==> config.mk <==
export PLATFORM = sky130hd
export DESIGN_NAME = fc_argmax_classifier
export DESIGN_NICKNAME = d
export VERILOG_FILES = /design/src/rtl/mnist_cnn_pkg.sv /design/src/rtl/argmax_cmp.sv /design/src/rtl/fc_argmax_classifier.sv
export SDC_FILE = /design/constraint.sdc
export NUM_CORES = 1
export LEC_CHECK = 0
export ABC_AREA = 1
export BUFFER_PORTS_ARGS = -buffer_cell sky130_fd_sc_hd__buf_2
export CAP_MARGIN = 5
export CORE_ASPECT_RATIO = 0.7
export CORE_UTILIZATION = 50
export DETAILED_ROUTE_END_ITERATION = 8
export PLACE_DENSITY = 0.76
export SYNTH_ARGS = -nofsm -noshare
export SYNTH_HDL_FRONTEND = slang
export SYNTH_SLANG_ARGS = --single-unit
==> constraint.sdc <==
create_clock -name clk -period 2.4 [get_ports clk]
set_input_delay 0.12 -clock clk [delete_from_list [all_inputs] [get_ports clk]]
set_output_delay 0.12 -clock clk [all_outputs]
set_load 0.1 [all_outputs]
==> src/rtl/mnist_cnn_pkg.sv <==
// Shared MNIST CNN datapath types and constants, used by the dense layer and
// the argmax classifier that consumes its score stream.
package mnist_cnn_pkg;

  localparam int NUM_CLASSES = 10;  // output neurons of the dense layer
  localparam int SCORE_W     = 20;  // signed dense-layer score width
  localparam int CLASS_W     = 4;   // class index width, 2**CLASS_W >= NUM_CLASSES
  localparam int FRAME_CNT_W = 16;

  typedef logic signed [SCORE_W-1:0] score_t;
  typedef logic        [CLASS_W-1:0] class_t;
  typedef logic        [SCORE_W:0]   margin_t;
  typedef logic    [FRAME_CNT_W-1:0] frame_cnt_t;

  typedef enum logic {
    ST_COLLECT = 1'b0,
    ST_HOLD    = 1'b1
  } argmax_state_t;

  localparam class_t LAST_CLASS = class_t'(NUM_CLASSES - 1);

  // Distance between the winning and runner-up score. One extra bit keeps the
  // full range of a signed difference, and the result is never negative
  // because hi is always >= lo.
  function automatic margin_t score_margin(input score_t hi, input score_t lo);
    margin_t hi_x;
    margin_t lo_x;
    hi_x = {hi[SCORE_W-1], hi};
    lo_x = {lo[SCORE_W-1], lo};
    return hi_x - lo_x;
  endfunction

endpackage

==> src/rtl/argmax_cmp.sv <==
// Combinational compare-select for the running argmax.
// With FC_ARGMAX_TOP2_EN defined the runner-up (second best) is also tracked.
// Ties always keep the lower (earlier) index: a candidate wins only when it is
// strictly greater.
module argmax_cmp
  import mnist_cnn_pkg::*;
(
  input  logic   first,          // candidate is class 0: take it unconditionally
`ifdef FC_ARGMAX_TOP2_EN
  input  logic   second_first,   // candidate is class 1: runner-up is still empty
  input  score_t second_score,
  input  class_t second_idx,
  output score_t nxt_second_score,
  output class_t nxt_second_idx,
`endif
  input  score_t best_score,
  input  class_t best_idx,
  input  score_t cand_score,
  input  class_t cand_idx,
  output score_t nxt_best_score,
  output class_t nxt_best_idx
);

  logic cand_beats_best;

  // Select the next best (and runner-up) from the current state and candidate.
  always_comb begin
    // NOTE: every output gets a default before any branch so no latch is inferred.
    cand_beats_best = (cand_score > best_score);  // both score_t: signed compare
    nxt_best_score  = best_score;
    nxt_best_idx    = best_idx;
    if (first || cand_beats_best) begin
      nxt_best_score = cand_score;
      nxt_best_idx   = cand_idx;
    end
`ifdef FC_ARGMAX_TOP2_EN
    nxt_second_score = second_score;
    nxt_second_idx   = second_idx;
    if (first) begin
      // Runner-up has no meaning until class 1 arrives.
      nxt_second_score = cand_score;
      nxt_second_idx   = cand_idx;
    end else if (cand_beats_best) begin
      // Dethroned best becomes the runner-up.
      nxt_second_score = best_score;
      nxt_second_idx   = best_idx;
    end else if (second_first || (cand_score > second_score)) begin
      nxt_second_score = cand_score;
      nxt_second_idx   = cand_idx;
    end
`endif
  end

endmodule

==> src/rtl/fc_argmax_classifier.sv <==
// Final stage of the MNIST CNN datapath: consumes NUM_CLASSES signed scores in
// class order, tracks the running maximum and presents the predicted class
// and its score behind a valid/ready handshake.
// Optional build macro FC_ARGMAX_TOP2_EN adds second_class and margin outputs.
module fc_argmax_classifier
  import mnist_cnn_pkg::*;
(
  input  logic       clk,
  input  logic       rst,
  input  logic       start,
  input  logic       valid_in,
  input  score_t     score_in,
  output logic       in_ready,
  output class_t     class_out,
  output score_t     max_score,
`ifdef FC_ARGMAX_TOP2_EN
  output class_t     second_class,
  output margin_t    margin,
`endif
  output logic       out_valid,
  input  logic       out_ready,
  output logic       overrun_err,
  output frame_cnt_t frame_cnt
);

  argmax_state_t state_q, state_d;
  class_t        idx_q, idx_d;
  score_t        best_score_q, best_score_d;
  class_t        best_idx_q, best_idx_d;
  class_t        class_out_d;
  score_t        max_score_d;
  logic          out_valid_d;
  logic          overrun_err_d;
  frame_cnt_t    frame_cnt_d;

  score_t        cmp_best_score;
  class_t        cmp_best_idx;

`ifdef FC_ARGMAX_TOP2_EN
  score_t        second_score_q, second_score_d;
  class_t        second_idx_q, second_idx_d;
  class_t        second_class_d;
  margin_t       margin_d;
  score_t        cmp_second_score;
  class_t        cmp_second_idx;
`endif

  argmax_cmp u_cmp (
    .first            (idx_q == '0),
`ifdef FC_ARGMAX_TOP2_EN
    .second_first     (idx_q == class_t'(1)),
    .second_score     (second_score_q),
    .second_idx       (second_idx_q),
    .nxt_second_score (cmp_second_score),
    .nxt_second_idx   (cmp_second_idx),
`endif
    .best_score       (best_score_q),
    .best_idx         (best_idx_q),
    .cand_score       (score_in),
    .cand_idx         (idx_q),
    .nxt_best_score   (cmp_best_score),
    .nxt_best_idx     (cmp_best_idx)
  );

  assign in_ready = (state_q == ST_COLLECT);

  // Next-state and next-register logic for the collect/hold controller.
  always_comb begin
    state_d       = state_q;
    idx_d         = idx_q;
    best_score_d  = best_score_q;
    best_idx_d    = best_idx_q;
    class_out_d   = class_out;
    max_score_d   = max_score;
    out_valid_d   = out_valid;
    overrun_err_d = overrun_err;
    frame_cnt_d   = frame_cnt;
`ifdef FC_ARGMAX_TOP2_EN
    second_score_d = second_score_q;
    second_idx_d   = second_idx_q;
    second_class_d = second_class;
    margin_d       = margin;
`endif

    if (start) begin
      // Abort: partial frame and any pending result are thrown away. A score
      // arriving in the same cycle is dropped silently.
      state_d      = ST_COLLECT;
      idx_d        = '0;
      best_score_d = '0;
      best_idx_d   = '0;
      out_valid_d  = 1'b0;
`ifdef FC_ARGMAX_TOP2_EN
      second_score_d = '0;
      second_idx_d   = '0;
`endif
    end else begin
      unique case (state_q)
        ST_COLLECT: begin
          if (valid_in) begin
            best_score_d = cmp_best_score;
            best_idx_d   = cmp_best_idx;
`ifdef FC_ARGMAX_TOP2_EN
            second_score_d = cmp_second_score;
            second_idx_d   = cmp_second_idx;
`endif
            if (idx_q == LAST_CLASS) begin
              // Last score: publish the compare result including this score.
              class_out_d = cmp_best_idx;
              max_score_d = cmp_best_score;
`ifdef FC_ARGMAX_TOP2_EN
              second_class_d = cmp_second_idx;
              margin_d       = score_margin(cmp_best_score, cmp_second_score);
`endif
              out_valid_d = 1'b1;
              idx_d       = '0;
              frame_cnt_d = frame_cnt + frame_cnt_t'(1);
              state_d     = ST_HOLD;
            end else begin
              idx_d = idx_q + class_t'(1);
            end
          end
        end
        ST_HOLD: begin
          // Scores cannot be taken while a result is pending, even on the
          // handshake cycle itself.
          if (valid_in) begin
            overrun_err_d = 1'b1;
          end
          if (out_valid && out_ready) begin
            out_valid_d = 1'b0;
            state_d     = ST_COLLECT;
          end
        end
        default: state_d = ST_COLLECT;
      endcase
    end
  end

  // State and output registers with asynchronous reset.
  always_ff @(posedge clk or posedge rst) begin
    if (rst) begin
      state_q      <= ST_COLLECT;
      idx_q        <= '0;
      best_score_q <= '0;
      best_idx_q   <= '0;
      class_out    <= '0;
      max_score    <= '0;
      out_valid    <= 1'b0;
      overrun_err  <= 1'b0;
      frame_cnt    <= '0;
`ifdef FC_ARGMAX_TOP2_EN
      second_score_q <= '0;
      second_idx_q   <= '0;
      second_class   <= '0;
      margin         <= '0;
`endif
    end else begin
      // NOTE: non-blocking assignments so every register samples pre-edge values.
      state_q      <= state_d;
      idx_q        <= idx_d;
      best_score_q <= best_score_d;
      best_idx_q   <= best_idx_d;
      class_out    <= class_out_d;
      max_score    <= max_score_d;
      out_valid    <= out_valid_d;
      overrun_err  <= overrun_err_d;
      frame_cnt    <= frame_cnt_d;
`ifdef FC_ARGMAX_TOP2_EN
      second_score_q <= second_score_d;
      second_idx_q   <= second_idx_d;
      second_class   <= second_class_d;
      margin         <= margin_d;
`endif
    end
  end

endmodule

==> results of run 1 <==
worst paths after layout:
| check | from | end | slack, ns | depth (start not counted) |
|---|---|---|---|---|
| setup / recovery | best_score_q[15] | best_score_q[13] | 0.19 | 15 |
| hold / removal | valid_in | overrun_err | 0.04 | 2 |
| setup reg to reg | best_score_q[15] | best_score_q[13] | 0.19 | 15 |
| hold reg to reg | overrun_err | overrun_err | 0.45 | 1 |
| max in group asynchronous | rst | frame_cnt[3] | 1.68 | 4 |
| min in group asynchronous | rst | frame_cnt[9] | 0.41 | 4 |
where the power goes:
group | switching, µW | internal, µW | leakage (µW)
logic | 401 | 238 | 0.00176
clock network | 523 | 805 | 0.000142
registers | 25.2 | 1240 | 0.000975
per-stage QoR:
stage                     hold slack [ns]  setup WS [ns]  std cells
after CTS                         0.02877     0.00009215        680
after floorplan                    0.2411        0.02941        504
after global placement             0.2308         0.1939        663
final                             0.03635         0.1902        683
after global routing              0.04967        0.03179        683
after detailed placement           0.2326        0.01589        663
final cells by class:
cell class | count | share of cell area
clock inverter | 7 | 0.01467
clock buffer | 9 | 0.04554
sequential | 71 | 0.3592
multi-input combinational | 348 | 0.4005
timing repair buffer | 78 | 0.1022
tap | 101 | 0.02555
inverter | 69 | 0.05237
state kept, by name, indices dropped and copies added, names as in the netlist:
| signal | cells |
|---|---|
| best_score_q | 20 |
| max_score | 20 |
| frame_cnt | 16 |
| best_idx_q | 4 |
| class_out | 4 |
| idx_q | 4 |
| out_valid | 1 |
| overrun_err | 1 |
| state_q | 1 |
kinds of logic after synthesis:
logic type / count (synthesis) / share of synthesized area
buffers and inverters: 85 / 0.09144
AOI/OAI and AO/OA: 14 / 0.01950
xor gates and xnor gates: 15 / 0.03200
DFF: 71 / 0.4328
and+or+nand+nor: 295 / 0.3511
adders and majority gates: 24 / 0.07315
per-layer routing:
| metal | share of wire | GRT usage | vias to the layer above | wire [µm] |
|---|---|---|---|---|
| met2 | 0.46 | 0.3814 | 118 | 4485 |
| li1 | - | - | 1724 | - |
| met4 | 0.015 | 0.08553 | 0 | 144 |
| met5 | 0 | 0 | - | 0 |
| met3 | 0.063 | 0.06639 | 11 | 615 |
| met1 | 0.47 | 0.3233 | 1645 | 4565 |
timing repair:
item                                    in CTS  in global routing
hold buffers                                 1                  0
resized for setup                            0                  4
hold endpoints to repair                    71                  0
buffers inserted                             0                  1
endpoints found under the setup margin       0                 48
synth_stat cells:
master	count	area, µm²
nor3_2	2	20.02
xor2_1	11	96.34
clkbuf_1	5	18.77
nand3_1	75	375.4
nand3b_1	2	15.01
clkinv_1	1	3.750
ha_1	24	300.3
nand3_2	1	10.01
nand4_1	4	25.02
dfrtp_1	71	1777
nor3_1	3	15.01
clkbuf_4	1	7.510
inv_1	68	255.2
a32o_1	1	10.01
xnor2_1	4	35.03
buf_2	4	20.02
nand4_2	1	12.51
buf_4	4	30.03
nand2_1	161	604.3
nor2_2	1	6.260
buf_12	2	40.04
a21o_1	2	15.01
o21ai_0	3	15.01
nand2_2	4	25.02
nand2_4	21	236.5
nand3_4	1	17.52
nor2_4	1	11.26
nor2_1	18	67.56
a21oi_1	8	40.04
placed cells by master (no fill, tap or decap), types with 2 or more instances in the layout:
cell type,synthesis,layout
nand2_1,161,161
nand3_1,75,75
dfrtp_1,71,71
inv_1,68,67
buf_2,4,67
ha_1,24,23
nand2_4,21,20
nor2_1,18,17
xor2_1,11,11
clkbuf_16,0,11
a21oi_1,8,7
nand2_2,4,4
nand4_1,4,4
xnor2_1,4,4
buf_12,2,4
buf_4,4,4
o21ai_0,3,3
nor3_1,3,3
a21o_1,2,2
nor2_2,1,2
nor3_2,2,2
nand3b_1,2,2
clkinv_2,0,2
clkinvlp_4,0,2
==> flow_metrics.py, run 1 <==
metrics = {
    "clock_network": {
        "cts_buffers": 9,
        "root_buffer": "clkbuf_16",
        "cts_tree": "yes",
        "htree_levels": 3,
        "ctsLongestPathBuffers": 2,
        "clk_latency_ns": 0.34,
        "cts.sinks": 71,
        "clk_pin_slew_ns": 0.06,
    },
    "critical_path": {
        "crit_path_top_delay_cell": "dfrtp_1",
        "path_max_fanout": 6,
        "crit_arrival_ns": 2.43,
        "critical_path.n_buffers_inverters": 3,
        "crit_family": "simple AND/OR/NAND/NOR gates",
        "worstSetupEndpointType": "flip-flop",
        "crit_chain": "inv_1 > ha_1 > nand2_1 > inv_1 > nand2_1 > nand2_1 > a21oi_2 > nand3_1 > nand2_2 > nand3_4 > nand2_8 > clkbuf_16 > nand2_4 > nand3_1 > nand2_1",
        "worstSetupStartpointType": "flip-flop",
        "required_ns": 2.62,
        "path_common_cell": "nand2_1",
        "worstSetupPathType": "flip-flop to flip-flop",
        "critical_path.max_stage_delay_ns": 0.39,
    },
    "timing": {
        "tightest_slew_ns": 0.9035,
        "fmax_mhz": 452.5,
        "setup_viol": 0,
        "rsz0062_at_grt": "no",
        "fin_skew_ns": 0.007172,
        "maxSlewViolCount": 0,
        "post-route-min-period_ns": 2.210,
        "setup_tns_ns": 0,
        "hold_viol": 0,
        "period_share": 0.9207,
        "maxSlewHeadroom": 0.3970,
    },
    "run": {
        "maxCapViolCount": 0,
    },
    "place": {
        "post-dp-hpwl_um": 6463,
        "port_buffers": 67,
        "placed_area_um2": 4556,
        "gp_congestion": 0.8239,
    },
    "run_status": {
        "status": "finished, final reports clean",
    },
    "logic_synthesis": {
        "ys_seq_elements": 71,
        "ys.warnings.count": 0,
        "avgSynthCellArea_um2": 8.145,
        "synth-seq-area-share": 0.4328,
        "synth_cells": 504,
        "synth.distinct_cells": 29,
        "syn_nets": 553,
        "syn_area_um2": 4105,
    },
    "die": {
        "core_um2": 7905,
        "rows": 27,
        "die_x_um": 110.3,
        "ios": 68,
        "start_util": 0.5193,
        "die_area_um2": 8582,
        "dieHeight_um": 77.81,
    },
    "grt": {
        "grt_max_degree": 72,
        "antenna_found_initial": 0,
        "grt_overflow": 0,
        "gr-usage-all-layers": 0.2440,
        "grt_pass1_vias": 3423,
        "grt_pass1_wl_um": 15890,
    },
    "routing": {
        "drtIter0Drc": 231,
        "dr.pass1.iters": 5,
        "drc_errors": 0,
        "wirelength_um": 9811,
        "via_count": 3498,
        "avgViaCountPerCell": 5.122,
        "wl_per_cell_um": 14.36,
        "ant_nets": 0,
    },
    "finish": {
        "final_area_um2": 4946,
        "nNetsFinal": 626,
        "synthToLayoutAreaGrowth_pct": 20.48,
        "seq_area_um2": 1777,
        "multiInputGateArea_um2": 1981,
        "n_antenna_cell": 0,
        "drive_gt1_frac": 0.2216,
        "finalCoreUtilization": 0.6257,
        "nFillCells": 685,
    },
    "power": {
        "ir_worst_vdd_uv": 673.6,
        "power.density_nw_per_um2": 653.1,
        "power_uw": 3230,
        "p_leak_uw": 0.002875,
    },
    "worst_hold_path": {
        "hold_class": "input pin to flip-flop",
    },
}
Power figures use the tool's default switching activity.
==> run 2: changes to the inputs <==
--- a/config.mk
+++ b/config.mk
@@ -7,11 +7,12 @@
 export LEC_CHECK = 0
 export ABC_AREA = 1
 export BUFFER_PORTS_ARGS = -buffer_cell sky130_fd_sc_hd__buf_2
-export CAP_MARGIN = 5
+export CAP_MARGIN = 40
 export CORE_ASPECT_RATIO = 0.7
 export CORE_UTILIZATION = 50
 export DETAILED_ROUTE_END_ITERATION = 8
-export PLACE_DENSITY = 0.76
+export PLACE_DENSITY = 0.79
+export RECOVER_POWER = 100
 export SYNTH_ARGS = -nofsm -noshare
 export SYNTH_HDL_FRONTEND = slang
 export SYNTH_SLANG_ARGS = --single-unit
==> constraint.sdc (replaced) <==
create_clock -name clk -period 1.8 [get_ports clk]
set_input_delay 0.09 -clock clk [delete_from_list [all_inputs] [get_ports clk]]
set_output_delay 0.09 -clock clk [all_outputs]
set_load 0.1 [all_outputs]
==> run 2 against run 1 <==
The run now ends with setup timing left; worst setup slack got worse by 0.56 ns; core utilization increased by 9.6 points; sequential share of layout area decreased by 4.5 points; critical endpoint is now class_out[3]; clock skew about the same; hold slack got worse by 0.028 ns; wire length increased by 13%; global-route usage increased by 3.4 points; combinational power increased by 80%.
==> flow_metrics.py, run 2 (synthesis gave the netlist of run 1 again) <==
metrics = {
    "timing": {
        "hold_viol": 0,
        "rsz0062_at_grt": "yes",
        "maxSlewViolCount": 0,
        "fin_skew_ns": 0.007362,
        "post-route-min-period_ns": 2.168,
        "tightest_slew_ns": 0.8702,
        "period_share": 1.205,
        "maxSlewHeadroom": 0.4167,
        "fin_ws_ns": -0.3685,
        "setup_viol": 59,
        "fmax_mhz": 461.2,
    },
    "die": {
        "start_util": 0.5193,
        "ios": 68,
        "core_um2": 7905,
        "rows": 27,
        "dieHeight_um": 77.81,
        "die_x_um": 110.3,
        "die_area_um2": 8582,
    },
    "routing": {
        "dr.pass1.iters": 4,
        "avgViaCountPerCell": 5.125,
        "ant_nets": 0,
        "wirelength_um": 11130,
        "via_count": 3721,
        "drc_errors": 0,
        "wl_per_cell_um": 15.33,
        "drtIter0Drc": 201,
    },
    "grt": {
        "grt_max_degree": 40,
        "grt_pass1_wl_um": 17770,
        "antenna_found_initial": 0,
        "gr-usage-all-layers": 0.2778,
        "grt_pass1_vias": 3751,
        "grt_overflow": 0,
    },
    "clock_network": {
        "clk_pin_slew_ns": 0.05,
        "clk_latency_ns": 0.34,
        "ctsLongestPathBuffers": 2,
        "cts_tree": "yes",
        "cts.sinks": 71,
        "cts_buffers": 9,
        "root_buffer": "clkbuf_16",
        "htree_levels": 3,
    },
    "place": {
        "pre_cts_ws_ns": -0.3841,
        "port_buffers": 67,
        "gp_congestion": 0.8605,
        "placed_area_um2": 5015,
        "dp.cells": 697,
        "post-dp-hpwl_um": 7396,
    },
    "finish": {
        "final_area_um2": 5708,
        "layout_commonest_cell": "nand2_1",
        "drive_gt1_frac": 0.4224,
        "final_cells": 726,
        "nFillCells": 574,
        "finalCoreUtilization": 0.7221,
        "nNetsFinal": 669,
        "synthToLayoutAreaGrowth_pct": 39.04,
        "n_antenna_cell": 0,
        "mostFrequentLayoutCells": "nand2_1, dfrtp_1, inv_1",
        "largest_registers": "best_score_q (20), max_score (20), frame_cnt (16)",
    },
    "critical_path": {
        "critical_path.n_buffers_inverters": 2,
        "critical_path.max_stage_delay_ns": 0.36,
        "worstSetupPathType": "flip-flop to flip-flop",
        "crit_chain": "inv_1 > ha_4 > nand2_2 > nor2_4 > nand2_2 > nor2_4 > nand2_2 > nand4_1 > nand3_4 > buf_4 > nand3_1 > nand2_1 > nand2_1 > nand2_1",
        "required_ns": 2.03,
        "r2r-start": "best_score_q[10]",
        "crit_family": "simple AND/OR/NAND/NOR gates",
        "crit_arrival_ns": 2.40,
        "path_max_fanout": 6,
        "worstSetupStartpointType": "flip-flop",
        "worstSetupEndpointType": "flip-flop",
        "critical_path.startpoint": "best_score_q[10]",
        "crit_path_top_delay_cell": "dfrtp_1",
    },
    "worst_hold_path": {
        "hold_class": "input pin to flip-flop",
        "worstHoldStart": "valid_in",
    },
    "run": {
        "maxCapViolCount": 0,
    },
    "run_status": {
        "violations": "setup timing",
        "status": "finished with violations",
    },
    "power": {
        "p_leak_uw": 0.003063,
        "power.density_nw_per_um2": 819.1,
        "ir_worst_vdd_uv": 806.6,
    },
}
==> run 2: changes by cell type in the layout (fill, tap and decap cells not counted), sizes merged <==
cell,delta
buf,-3
clkinvlp,+2
clkinv,-2
clkbuf,+49
inv,-3
==> run 2: repair_timing <==
action	CTS	global route
pin swaps	23	22
hold buffers	1	0
endpoints found under the hold margin	16	0
setup endpoints to repair	49	56
gates resized for setup	38	34
setup buffers	7	5
==> run 2: routing by layer <==
layer | global-route usage | share of wire | vias to the layer above
met5 | 0 | 0 | -
met3 | 0.07479 | 0.070 | 24
met4 | 0.09605 | 0.019 | 0
met2 | 0.4559 | 0.49 | 127
met1 | 0.3512 | 0.42 | 1760
li1 | - | - | 1810
==> run 2: power breakdown <==
| group | total [µW] | internal (µW) | switching [µW] |
|---|---|---|---|
| Clock | 1840 | 1150 | 690 |
| Sequential | 1690 | 1650 | 36.0 |
| Combinational | 1150 | 462 | 685 |
==> run 2: layout make-up <==
| type | count | area, µm² | area share |
|---|---|---|---|
| clock buffer | 12 | 256.5 | 0.04494 |
| clock inverter | 4 | 53.80 | 0.009426 |
| inverter | 69 | 261.5 | 0.04581 |
| multi-input combinational | 348 | 2429 | 0.4255 |
| sequential | 71 | 1792 | 0.3139 |
| tap | 101 | 126.4 | 0.02214 |
| timing repair buffer | 121 | 789.5 | 0.1383 |
==> run 2: path summary, 6_finish.rpt <==
kind | depth (start not counted) | slack, ns | endpoint
setup / recovery | 14 | -0.37 | class_out[3]
hold / removal | 2 | 0.008 | overrun_err
setup reg to reg | 14 | -0.37 | class_out[3]
hold reg to reg | 1 | 0.46 | overrun_err
max in group asynchronous | 4 | 0.33 | frame_cnt[0]
min in group asynchronous | 3 | 0.40 | best_score_q[16]
==> run 2: per-stage QoR <==
step                      TNS [ns]  hold WS (ns)  power [µW]
after CTS                   -11.28      0.004592        4617
after global placement      -9.137        0.1282        2617
after detailed placement    -15.85        0.1298        2655
after floorplan             -3.569        0.2111        2352
after global routing        -24.70      0.008512        4875
final                       -17.15      0.007985        4675
==> run 3: changes to the inputs <==
--- a/config.mk
+++ b/config.mk
@@ -8,7 +8,7 @@
 export ABC_AREA = 1
 export BUFFER_PORTS_ARGS = -buffer_cell sky130_fd_sc_hd__buf_2
 export CAP_MARGIN = 40
-export CORE_ASPECT_RATIO = 0.7
+export CORE_ASPECT_RATIO = 1.25
 export CORE_UTILIZATION = 50
 export DETAILED_ROUTE_END_ITERATION = 8
 export PLACE_DENSITY = 0.79
==> run 3 against run 2 <==
The run still ends with setup timing left; wire length rose by 4.2%; register-to-register slack barely moved; hold slack improved by 0.0020 ns; final cell count did not move; via count rose by 4.0%; sequential power barely moved; worst setup slack improved by 0.0077 ns; largest cell class unchanged.
==> flow_metrics.py, run 3 (synthesis gave the netlist of run 1 again) <==
metrics = {
    "die": {
        "rows": 36,
        "core_um2": 7883,
        "die_x_um": 83.05,
        "ios": 68,
        "dieHeight_um": 103.3,
        "start_util": 0.5208,
        "die_area_um2": 8579,
    },
    "critical_path": {
        "rr_worst_depth": 13,
        "crit_path_top_delay_cell": "dfrtp_1",
        "crit_chain": "inv_2 > ha_4 > a21oi_1 > nand2_1 > a21oi_2 > nand3_2 > nand2_2 > nand3_4 > nand2_8 > buf_12 > nand2_4 > nand3_2 > nand2_1",
        "worstSetupEndpointType": "flip-flop",
        "required_ns": 2.05,
        "critical_path.max_stage_delay_ns": 0.40,
        "crit_arrival_ns": 2.42,
        "worstSetupStartpointType": "flip-flop",
        "path_max_fanout": 7,
        "worstSetupPathType": "flip-flop to flip-flop",
    },
    "clock_network": {
        "cts.sinks": 71,
        "clk_pin_slew_ns": 0.08,
        "cts_tree": "yes",
        "clk_latency_ns": 0.37,
        "root_buffer": "clkbuf_8",
        "htree_levels": 3,
        "cts_buffers": 9,
        "ctsLongestPathBuffers": 2,
    },
    "timing": {
        "hold_viol": 0,
        "setup_viol": 54,
        "fin_skew_ns": 0.01081,
        "period_share": 1.200,
        "fmax_mhz": 462.8,
        "setup_tns_ns": -15.98,
        "fin_ws_ns": -0.3608,
        "post-route-min-period_ns": 2.161,
        "timing.hold.ws_ns": 0.009992,
        "rsz0062_at_grt": "yes",
        "tightest_slew_ns": 0.9789,
        "maxSlewViolCount": 0,
        "maxSlewHeadroom": 0.3438,
    },
    "grt": {
        "grt_pass1_vias": 3914,
        "grt_max_degree": 34,
        "grt_overflow": 0,
        "antenna_found_initial": 0,
        "gr-usage-all-layers": 0.2651,
        "grt_pass1_wl_um": 17810,
    },
    "finish": {
        "largest_registers": "best_score_q (20), max_score (20), frame_cnt (16)",
        "nFillCells": 525,
        "drive_gt1_frac": 0.4501,
        "layout_commonest_cell": "nand2_1",
        "mostFrequentLayoutCells": "nand2_1, dfrtp_1, nand3_2",
        "n_antenna_cell": 0,
        "nNetsFinal": 675,
        "synthToLayoutAreaGrowth_pct": 41.63,
        "finalCoreUtilization": 0.7376,
    },
    "worst_hold_path": {
        "hold_class": "input pin to flip-flop",
        "hold_path_depth": 4,
    },
    "place": {
        "port_buffers": 67,
        "gp_congestion": 0.8178,
        "post-dp-hpwl_um": 7165,
        "pre_cts_ws_ns": -0.3353,
    },
    "routing": {
        "wirelength_um": 11590,
        "via_count": 3869,
        "ant_nets": 0,
        "avgViaCountPerCell": 5.329,
        "drtIter0Drc": 133,
        "wl_per_cell_um": 15.96,
        "drc_errors": 0,
        "dr.pass1.iters": 4,
    },
    "power": {
        "ir_worst_vdd_uv": 598.0,
        "power.density_nw_per_um2": 771.2,
        "p_leak_uw": 0.003106,
    },
    "run": {
        "maxCapViolCount": 0,
    },
    "run_status": {
        "violations": "setup timing",
        "status": "finished with violations",
    },
}
[run 3: per-stage QoR]
| stage | std cells | power [µW] | area (µm²) |
|---|---|---|---|
| floorplan | 504 | 2352 | 4339 |
| detailed placement | 687 | 2639 | 4977 |
| global placement | 687 | 2602 | 4977 |
| finish | 726 | 4484 | 5814 |
| CTS | 718 | 4283 | 5484 |
| global route | 726 | 4665 | 5814 |
[run 3: metal layers]
metal / GRT usage / routed length, µm / vias to the layer above
li1: - / - / 1821
met4: 0.1419 / 389 / 0
met1: 0.2972 / 4556 / 1895
met2: 0.4893 / 6178 / 119
met3: 0.04365 / 465 / 34
met5: 0 / 0 / -
[run 3: power breakdown]
part | internal, µW | total, µW | leakage (µW) | switching [µW]
logic | 499 | 1240 | 0.00203 | 736
registers | 1650 | 1690 | 0.000961 | 38.0
clock network | 924 | 1560 | 0.000114 | 638
[run 3: final timing paths]
check                                  from  slack [ns]               to
max reg2reg                best_score_q[15]       -0.36    max_score[19]
max                        best_score_q[15]       -0.36    max_score[19]
min                               out_ready        0.01          state_q
max in group asynchronous               rst        0.35  best_score_q[4]
min in group asynchronous               rst        0.42    frame_cnt[14]
min reg2reg                     overrun_err        0.47      overrun_err
[run 3: final cells by class]
class                   count  area (µm²)  area share
clock buffers              11       131.4     0.02260
clock inverters             5       106.4     0.01829
inverters                  69       261.5     0.04498
multi-input cells         348        2540      0.4368
flip-flops and latches     71        1792      0.3082
well taps                  95       118.9     0.02044
repair buffers            127       864.6      0.1487
[run 3: what timing repair did]
item / CTS / global route
buffers inserted: 13 / 10
pin swaps: 36 / 31
hold buffers: 2 / 0
endpoints found under the setup margin: 49 / 57
resized for setup: 33 / 63
gates cloned: 1 / 0
endpoints found under the hold margin: 21 / 0
[run 3: worst max-delay path: cells and delay by family, from the launching register on]
| family | cells | cell delay (ns) |
|---|---|---|
| compound gates | 2 | 0.39 |
| buf+inv | 2 | 0.24 |
| simple gates | 8 | 0.80 |
| flops | 1 | 0.40 |
| fa+ha+maj | 1 | 0.21 |
